--- config.mk ---
export PLATFORM = sky130hd
export DESIGN_NAME = prog_loader_uart
export DESIGN_NICKNAME = d
export VERILOG_FILES = /design/src/rtl/loader_pkg.sv /design/src/rtl/uart_rx_byte.sv /design/src/rtl/prog_loader_uart.sv
export SDC_FILE = /design/constraint.sdc
export NUM_CORES = 1
export LEC_CHECK = 0
export BUFFER_PORTS_ARGS = -buffer_cell sky130_fd_sc_hd__buf_2
export CORE_MARGIN = 2
export CORE_UTILIZATION = 34
export DETAILED_ROUTE_END_ITERATION = 8
export GPL_TIMING_DRIVEN = 1
export PLACE_DENSITY = 0.55
export SLEW_MARGIN = 20
export SYNTH_ARGS = -nofsm -noshare
export SYNTH_HDL_FRONTEND = slang
export SYNTH_SLANG_ARGS = --single-unit
--- constraint.sdc ---
create_clock -name clk -period 3.5 [get_ports clk]
set_clock_uncertainty 0.2 [all_clocks]
set_input_delay 0.175 -clock clk [delete_from_list [all_inputs] [get_ports clk]]
set_output_delay 0.175 -clock clk [all_outputs]
set_load 0.05 [all_outputs]
--- src/rtl/loader_pkg.sv ---
// rtl/loader_pkg.sv - shared types and constants for the UART program loader
// Contents: protocol FSM state enum, err_code values, default sync byte,
//           instruction-memory address width.
package loader_pkg;

    typedef enum logic [1:0] {
        WAIT_SYNC,
        GET_LEN,
        GET_DATA,
        GET_SUM
    } state_t;

    localparam logic [1:0] ERR_NONE  = 2'b00;
    localparam logic [1:0] ERR_LEN   = 2'b01;
    localparam logic [1:0] ERR_FRAME = 2'b10;
    localparam logic [1:0] ERR_SUM   = 2'b11;

    localparam logic [7:0] SYNC_BYTE_DEFAULT = 8'hA5;
    localparam int         ADDR_W            = 5;

endpackage

--- src/rtl/uart_rx_byte.sv ---
// rtl/uart_rx_byte.sv - 8N1 UART byte receiver with input synchroniser
// Ports: clk, rst_n (async, active-low), rx (async serial line, idle high)
//        byte_valid (1-cycle pulse), byte_data[7:0], frame_err (1-cycle pulse)
module uart_rx_byte #(
    parameter int CLKS_PER_BIT = 16
) (
    input  logic       clk,
    input  logic       rst_n,
    input  logic       rx,
    output logic       byte_valid,
    output logic [7:0] byte_data,
    output logic       frame_err
);

    localparam int            CW        = $clog2(CLKS_PER_BIT);
    localparam logic [CW-1:0] HALF_LAST = CW'(CLKS_PER_BIT / 2 - 1);
    localparam logic [CW-1:0] BIT_LAST  = CW'(CLKS_PER_BIT - 1);

    typedef enum logic [1:0] {RX_IDLE, RX_START, RX_DATA, RX_STOP} rx_state_t;

    rx_state_t     state;
    logic          rx_meta;
    logic          rx_sync;
    logic          rx_prev;
    logic [CW-1:0] cnt;
    logic [2:0]    bit_idx;
    logic [7:0]    shreg;

    always_ff @(posedge clk or negedge rst_n) begin
        if (!rst_n) begin
            rx_meta    <= 1'b1;
            rx_sync    <= 1'b1;
            rx_prev    <= 1'b1;
            state      <= RX_IDLE;
            cnt        <= '0;
            bit_idx    <= '0;
            shreg      <= '0;
            byte_valid <= 1'b0;
            byte_data  <= '0;
            frame_err  <= 1'b0;
        end else begin
            rx_meta    <= rx;
            rx_sync    <= rx_meta;
            rx_prev    <= rx_sync;
            byte_valid <= 1'b0;
            frame_err  <= 1'b0;
            case (state)
                RX_IDLE: begin
                    // Edge rather than level, so a stuck-low line after a
                    // framing error does not immediately start another byte.
                    if (rx_prev && !rx_sync) begin
                        cnt   <= '0;
                        state <= RX_START;
                    end
                end
                RX_START: begin
                    if (cnt == HALF_LAST) begin
                        cnt     <= '0;
                        bit_idx <= '0;
                        state   <= rx_sync ? RX_IDLE : RX_DATA;
                    end else begin
                        cnt <= cnt + 1'b1;
                    end
                end
                RX_DATA: begin
                    if (cnt == BIT_LAST) begin
                        cnt   <= '0;
                        shreg <= {rx_sync, shreg[7:1]};
                        if (bit_idx == 3'd7) begin
                            state <= RX_STOP;
                        end else begin
                            bit_idx <= bit_idx + 1'b1;
                        end
                    end else begin
                        cnt <= cnt + 1'b1;
                    end
                end
                RX_STOP: begin
                    if (cnt == BIT_LAST) begin
                        cnt   <= '0;
                        state <= RX_IDLE;
                        if (rx_sync) begin
                            byte_valid <= 1'b1;
                            byte_data  <= shreg;
                        end else begin
                            frame_err <= 1'b1;
                        end
                    end else begin
                        cnt <= cnt + 1'b1;
                    end
                end
                default: state <= RX_IDLE;
            endcase
        end
    end

endmodule

--- src/rtl/prog_loader_uart.sv ---
// rtl/prog_loader_uart.sv - UART program loader for the accumulator core's instruction memory
// Ports: clk, rst_n (async, active-low), rx (UART line)
//        mem_we/mem_addr[4:0]/mem_wdata[7:0] (instruction-memory write port)
//        busy (core load mode), done (end-of-frame pulse), load_ok, err_code[1:0]
module prog_loader_uart
    import loader_pkg::*;
#(
    parameter int         CLKS_PER_BIT = 16,
    parameter int         MEM_DEPTH    = 21,
    parameter int         TIMEOUT_CLKS = 4096,
    parameter logic [7:0] SYNC_BYTE    = SYNC_BYTE_DEFAULT
) (
    input  logic              clk,
    input  logic              rst_n,
    input  logic              rx,
    output logic              mem_we,
    output logic [ADDR_W-1:0] mem_addr,
    output logic [7:0]        mem_wdata,
    output logic              busy,
    output logic              done,
    output logic              load_ok,
    output logic [1:0]        err_code
);

    localparam int            TW           = $clog2(TIMEOUT_CLKS + 1);
    localparam logic [TW-1:0] TIMEOUT_LAST = TW'(TIMEOUT_CLKS - 1);

    logic       byte_valid;
    logic [7:0] byte_data;
    logic       frame_err;

    uart_rx_byte #(
        .CLKS_PER_BIT(CLKS_PER_BIT)
    ) u_rx (
        .clk       (clk),
        .rst_n     (rst_n),
        .rx        (rx),
        .byte_valid(byte_valid),
        .byte_data (byte_data),
        .frame_err (frame_err)
    );

    state_t            state;
    logic [ADDR_W-1:0] cnt;
    logic [ADDR_W-1:0] len_last;  // len-1, so the counter stops at the last address
    logic [7:0]        sum;
    logic [TW-1:0]     idle_cnt;

    always_ff @(posedge clk or negedge rst_n) begin
        if (!rst_n) begin
            state     <= WAIT_SYNC;
            cnt       <= '0;
            len_last  <= '0;
            sum       <= '0;
            idle_cnt  <= '0;
            mem_we    <= 1'b0;
            mem_addr  <= '0;
            mem_wdata <= '0;
            busy      <= 1'b0;
            done      <= 1'b0;
            load_ok   <= 1'b0;
            err_code  <= ERR_NONE;
        end else begin
            mem_we <= 1'b0;
            done   <= 1'b0;
            if (state == WAIT_SYNC || byte_valid) begin
                idle_cnt <= '0;
            end else begin
                idle_cnt <= idle_cnt + 1'b1;
            end

            case (state)
                WAIT_SYNC: begin
                    if (byte_valid && byte_data == SYNC_BYTE) begin
                        busy     <= 1'b1;
                        load_ok  <= 1'b0;
                        err_code <= ERR_NONE;
                        cnt      <= '0;
                        sum      <= '0;
                        state    <= GET_LEN;
                    end
                end
                default: begin
                    if (frame_err || (!byte_valid && idle_cnt == TIMEOUT_LAST)) begin
                        err_code <= ERR_FRAME;
                        done     <= 1'b1;
                        busy     <= 1'b0;
                        state    <= WAIT_SYNC;
                    end else if (byte_valid) begin
                        case (state)
                            GET_LEN: begin
                                if (byte_data == 8'd0 || byte_data > 8'(MEM_DEPTH)) begin
                                    err_code <= ERR_LEN;
                                    done     <= 1'b1;
                                    busy     <= 1'b0;
                                    state    <= WAIT_SYNC;
                                end else begin
                                    len_last <= ADDR_W'(byte_data - 8'd1);
                                    state    <= GET_DATA;
                                end
                            end
                            GET_DATA: begin
                                mem_we    <= 1'b1;
                                mem_addr  <= cnt;
                                mem_wdata <= byte_data;
                                sum       <= sum + byte_data;
                                if (cnt == len_last) begin
                                    state <= GET_SUM;
                                end else begin
                                    cnt <= cnt + 1'b1;
                                end
                            end
                            GET_SUM: begin
                                load_ok  <= (byte_data == sum);
                                err_code <= (byte_data == sum) ? ERR_NONE : ERR_SUM;
                                done     <= 1'b1;
                                busy     <= 1'b0;
                                state    <= WAIT_SYNC;
                            end
                            default: state <= WAIT_SYNC;
                        endcase
                    end
                end
            endcase
        end
    end

endmodule

==> results.yml <==
yosys:
  ys_seq_elements: 82
  synth_fp_nets: 397
  synth_top_area_cell: "sky130_fd_sc_hd__dfrtp_1"
  synth_area_mm2: 0.00410
  most_instantiated_flip_flop_cell_in_the_synthesis_netlist: "sky130_fd_sc_hd__dfrtp_1"
  synth_area_leaders: "sky130_fd_sc_hd__dfrtp_1 (48%), sky130_fd_sc_hd__mux2_2 (7.7%), sky130_fd_sc_hd__ha_1 (5.8%), sky130_fd_sc_hd__xor2_1 (3.6%), sky130_fd_sc_hd__nand2_1 (3.0%)"
  synth_enable_flop_cells: 0
  synth.avg_cell_area_um2: 11.0
  synth.top_cell.area_share_pct: 48.2
  synth.lib_cells_used.distinct: 57
  yosys_warnings: 0
  syn-instance-count: 374
  synth_sequential_area_ratio_pct: 50.1
  synth_async_reset_ratio_pct: 100
clock_tree:
  reg_clk_slew_reported_paths_ns: 0.06
  cts_made_buffers: 9
  h_tree_level_count: 3
  tritoncts_sink_count: 82
  tritoncts: "built"
  post-cts-setup-buffer-count: 0
  ctsRootBufferMaster: "sky130_fd_sc_hd__clkbuf_16"
  clock_path_buffers: 2
  worstSkewPairLatency_ns: 0.34
detailed_routing:
  finalWirelength_mm: 8.52
  ant_nets: 0
  routed-via-count: 2927
  first_pass_iters: 4
  detail_route.iter0.violations: 130
  wl_per_cell_um: 15.5
  drt_drc_violations_left: 0
  drt-vias-per-instance: 5.31
cells_and_area:
  nets: 422
  diodes: 0
  final_layout_size_suffix_gt1_share_pct: 19.1
  area_growth_pct: 14.8
  layout.cell_area.non_filler_mm2: 0.00471
  finish.cell_count_without_fillers: 551
  final_cell_mix: "sky130_fd_sc_hd__dfrtp_1 (79), sky130_fd_sc_hd__nand2_1 (33), sky130_fd_sc_hd__mux2_2 (28)"
  final_common_cell: "sky130_fd_sc_hd__dfrtp_1"
worst_setup_path:
  crit_end: "cnt[4]"
  worst_path_dominant_cell_family: "simple AND/OR/NAND/NOR gates"
  max_stage_delay_ns: 0.64
  timing.critical_path.depth: 7
  timing.critical_path.from_type: "register"
  timing.rr.start: "state[1]"
  critical_path_peak_fanout: 7
  timing.critical_path.required_ns: 3.52
  rr_worst_depth: 7
  worstSetupEndpointType: "register"
  critical_path_class: "register to register"
  reg2reg_to: "cnt[4]"
  arrival_ns: 2.83
  critical_path.cell_chain: "inv_1 > ha_1 > nand4b_1 > or4_1 > and4_1 > a32o_1 > a311o_1"
  cp.buffers_inverters: 1
  setup.reg_to_reg.worst_slack_ns: 0.69
  cpMaxStageDelayCell: "sky130_fd_sc_hd__or4_1"
  crit_start: "state[1]"
timing:
  final.min_clock_period_ns: 2.81
  tns_ns: 0
  worstMarginPinSlew_ns: 0.817
  relSlewSlack_pct: 45.5
  fin_crit_sh_pct: 80.4
  setup-violations-final: 0
  max_clock_freq_mhz: 356
  timing.final.ws_setup_ns: 0.688
  grt_setup_unrepaired: "no"
  slew_viol_final: 0
  report.final.hold_viol_count: 0
hold_path:
  hp-class: "register to register"
pwr:
  peakVddDrop_mv: 0.223
  power.total_uw: 2220
  p_leak_uw: 0.00222
  pwr_density_cell_mw_per_mm2: 472
floorplanning:
  design.die.area_mm2: 0.0130
  fp.dieH_um: 114
  floorplan.initialDensity_pct: 34.4
  core_mm2: 0.0119
  floorplan.io_pins: 22
  std_cell_rows: 40
  die-width_um: 114
run_status:
  outcome: "complete, no violations"
grt:
  pin_count_of_the_biggest_net_entering_global_routing: 64
  gr-usage-all-layers_pct: 14.5
  antenna_found_initial: 0
  grt_first_pass_wirelength_mm: 14.7
  global_route_congestion_overflow_total: 0
  grt_pass1_vias: 2962
placed_design:
  port_buffers: 21
  place_ws_ns: 0.772
  post_dp_cell_area_mm2: 0.00437
  dp_hpwl_mm: 5.91
  post-place-cells: 533
  place.gp.congestion: 0.853
flow_run:
  drv_cap: 0
==> flip-flops by register name, summed over array words and instances, names as in the netlist, 2 cells and up, named ones only <==
name	cells
err_code	2
len_last	5
u_rx.shreg	8
cnt	5
u_rx.cnt	4
state	2
sum	8
idle_cnt	13
u_rx.bit_idx	3
u_rx.byte_data	8
mem_wdata	8
mem_addr	5
==> where the power goes <==
| part | switching (uW) | internal (uW) |
|---|---|---|
| registers | 57.5 | 993 |
| logic | 79.6 | 72.2 |
| clock network | 375 | 645 |
| total | 512 | 1710 |
==> layer usage <==
| layer | track usage, % | share of wire [%] | vias to the layer above |
|---|---|---|---|
| li1 | - | - | 1425 |
| met1 | 19.7 | 49 | 1437 |
| met2 | 22.0 | 46 | 50 |
| met3 | 2.50 | 2.8 | 15 |
| met4 | 7.97 | 2.6 | 0 |
| met5 | 0 | 0 | - |
==> final cells by class <==
class	count	area (um2)
clock buffers	12	246
fillers	1162	7200
well taps	147	184
clock inverters	4	75.1
flip-flops and latches	82	2060
multi-input cells	270	1960
inverters	10	37.5
repair buffers	26	150
==> worst reg2reg max path, delay by kind of cell, from the launching register on <==
| family | cells | cell delay, ns |
|---|---|---|
| AO/OA/AOI/OAI | 2 | 0.55 |
| adder cells (fa/ha/maj) | 1 | 0.31 |
| buffers and inverters | 1 | 0.17 |
| flip-flops | 1 | 0.42 |
| AND/OR/NAND/NOR | 3 | 1.05 |
==> cells by family (layout without fill, tap and decap cells) <==
family | count (synthesis) | after routing | share of synthesized area (%)
compound gates | 77 | 77 | 13.3
xor+xnor | 27 | 27 | 5.77
fa+ha+maj | 20 | 20 | 6.29
buf+inv | 22 | 52 | 2.23
flops | 82 | 82 | 50.1
mux | 29 | 29 | 7.93
simple gates | 117 | 117 | 14.3
==> metrics by stage <==
stage	utilization, %	hold slack, ns
after detailed placement	36.6	0.0812
final	39.5	0.158
after global routing	39.5	0.164
after global placement	36.6	0.0812
after CTS	39.5	0.158
after floorplan	-	-0.321
==> Yosys cell counts, types with 4 or more instances <==
cell / number
sky130_fd_sc_hd__dfrtp_1: 79
sky130_fd_sc_hd__nand2_1: 33
sky130_fd_sc_hd__mux2_2: 28
sky130_fd_sc_hd__nor2_1: 26
sky130_fd_sc_hd__o21ai_0: 23
sky130_fd_sc_hd__ha_1: 19
sky130_fd_sc_hd__xor2_1: 17
sky130_fd_sc_hd__nand3_1: 12
sky130_fd_sc_hd__a21oi_1: 10
sky130_fd_sc_hd__inv_1: 10
sky130_fd_sc_hd__xnor2_1: 10
sky130_fd_sc_hd__nor3_1: 9
sky130_fd_sc_hd__a22o_1: 8
sky130_fd_sc_hd__clkbuf_1: 7
sky130_fd_sc_hd__and3_1: 6
sky130_fd_sc_hd__nand4_1: 6
sky130_fd_sc_hd__and4_1: 4
sky130_fd_sc_hd__buf_2: 4
sky130_fd_sc_hd__nor3b_1: 4
==> how the worst min path moves through the flow <==
stage,to,slack [ns],cells past startpoint,from
final,u_rx.rx_sync,0.16,0,u_rx.rx_meta
after global routing,u_rx.rx_sync,0.16,0,u_rx.rx_meta
after CTS,u_rx.rx_sync,0.16,0,u_rx.rx_meta
after detailed placement,u_rx.rx_meta,0.08,1,rx
after global placement,u_rx.rx_meta,0.08,1,rx
after floorplan,async pin,-0.32,0,rst_n
==> what timing repair did <==
action | in CTS | in global routing
hold buffers | 2 | 0
gates resized for setup | 0 | 0
hold endpoints to repair | 60 | 0
No activity file was read; power rests on OpenSTA's default activity.
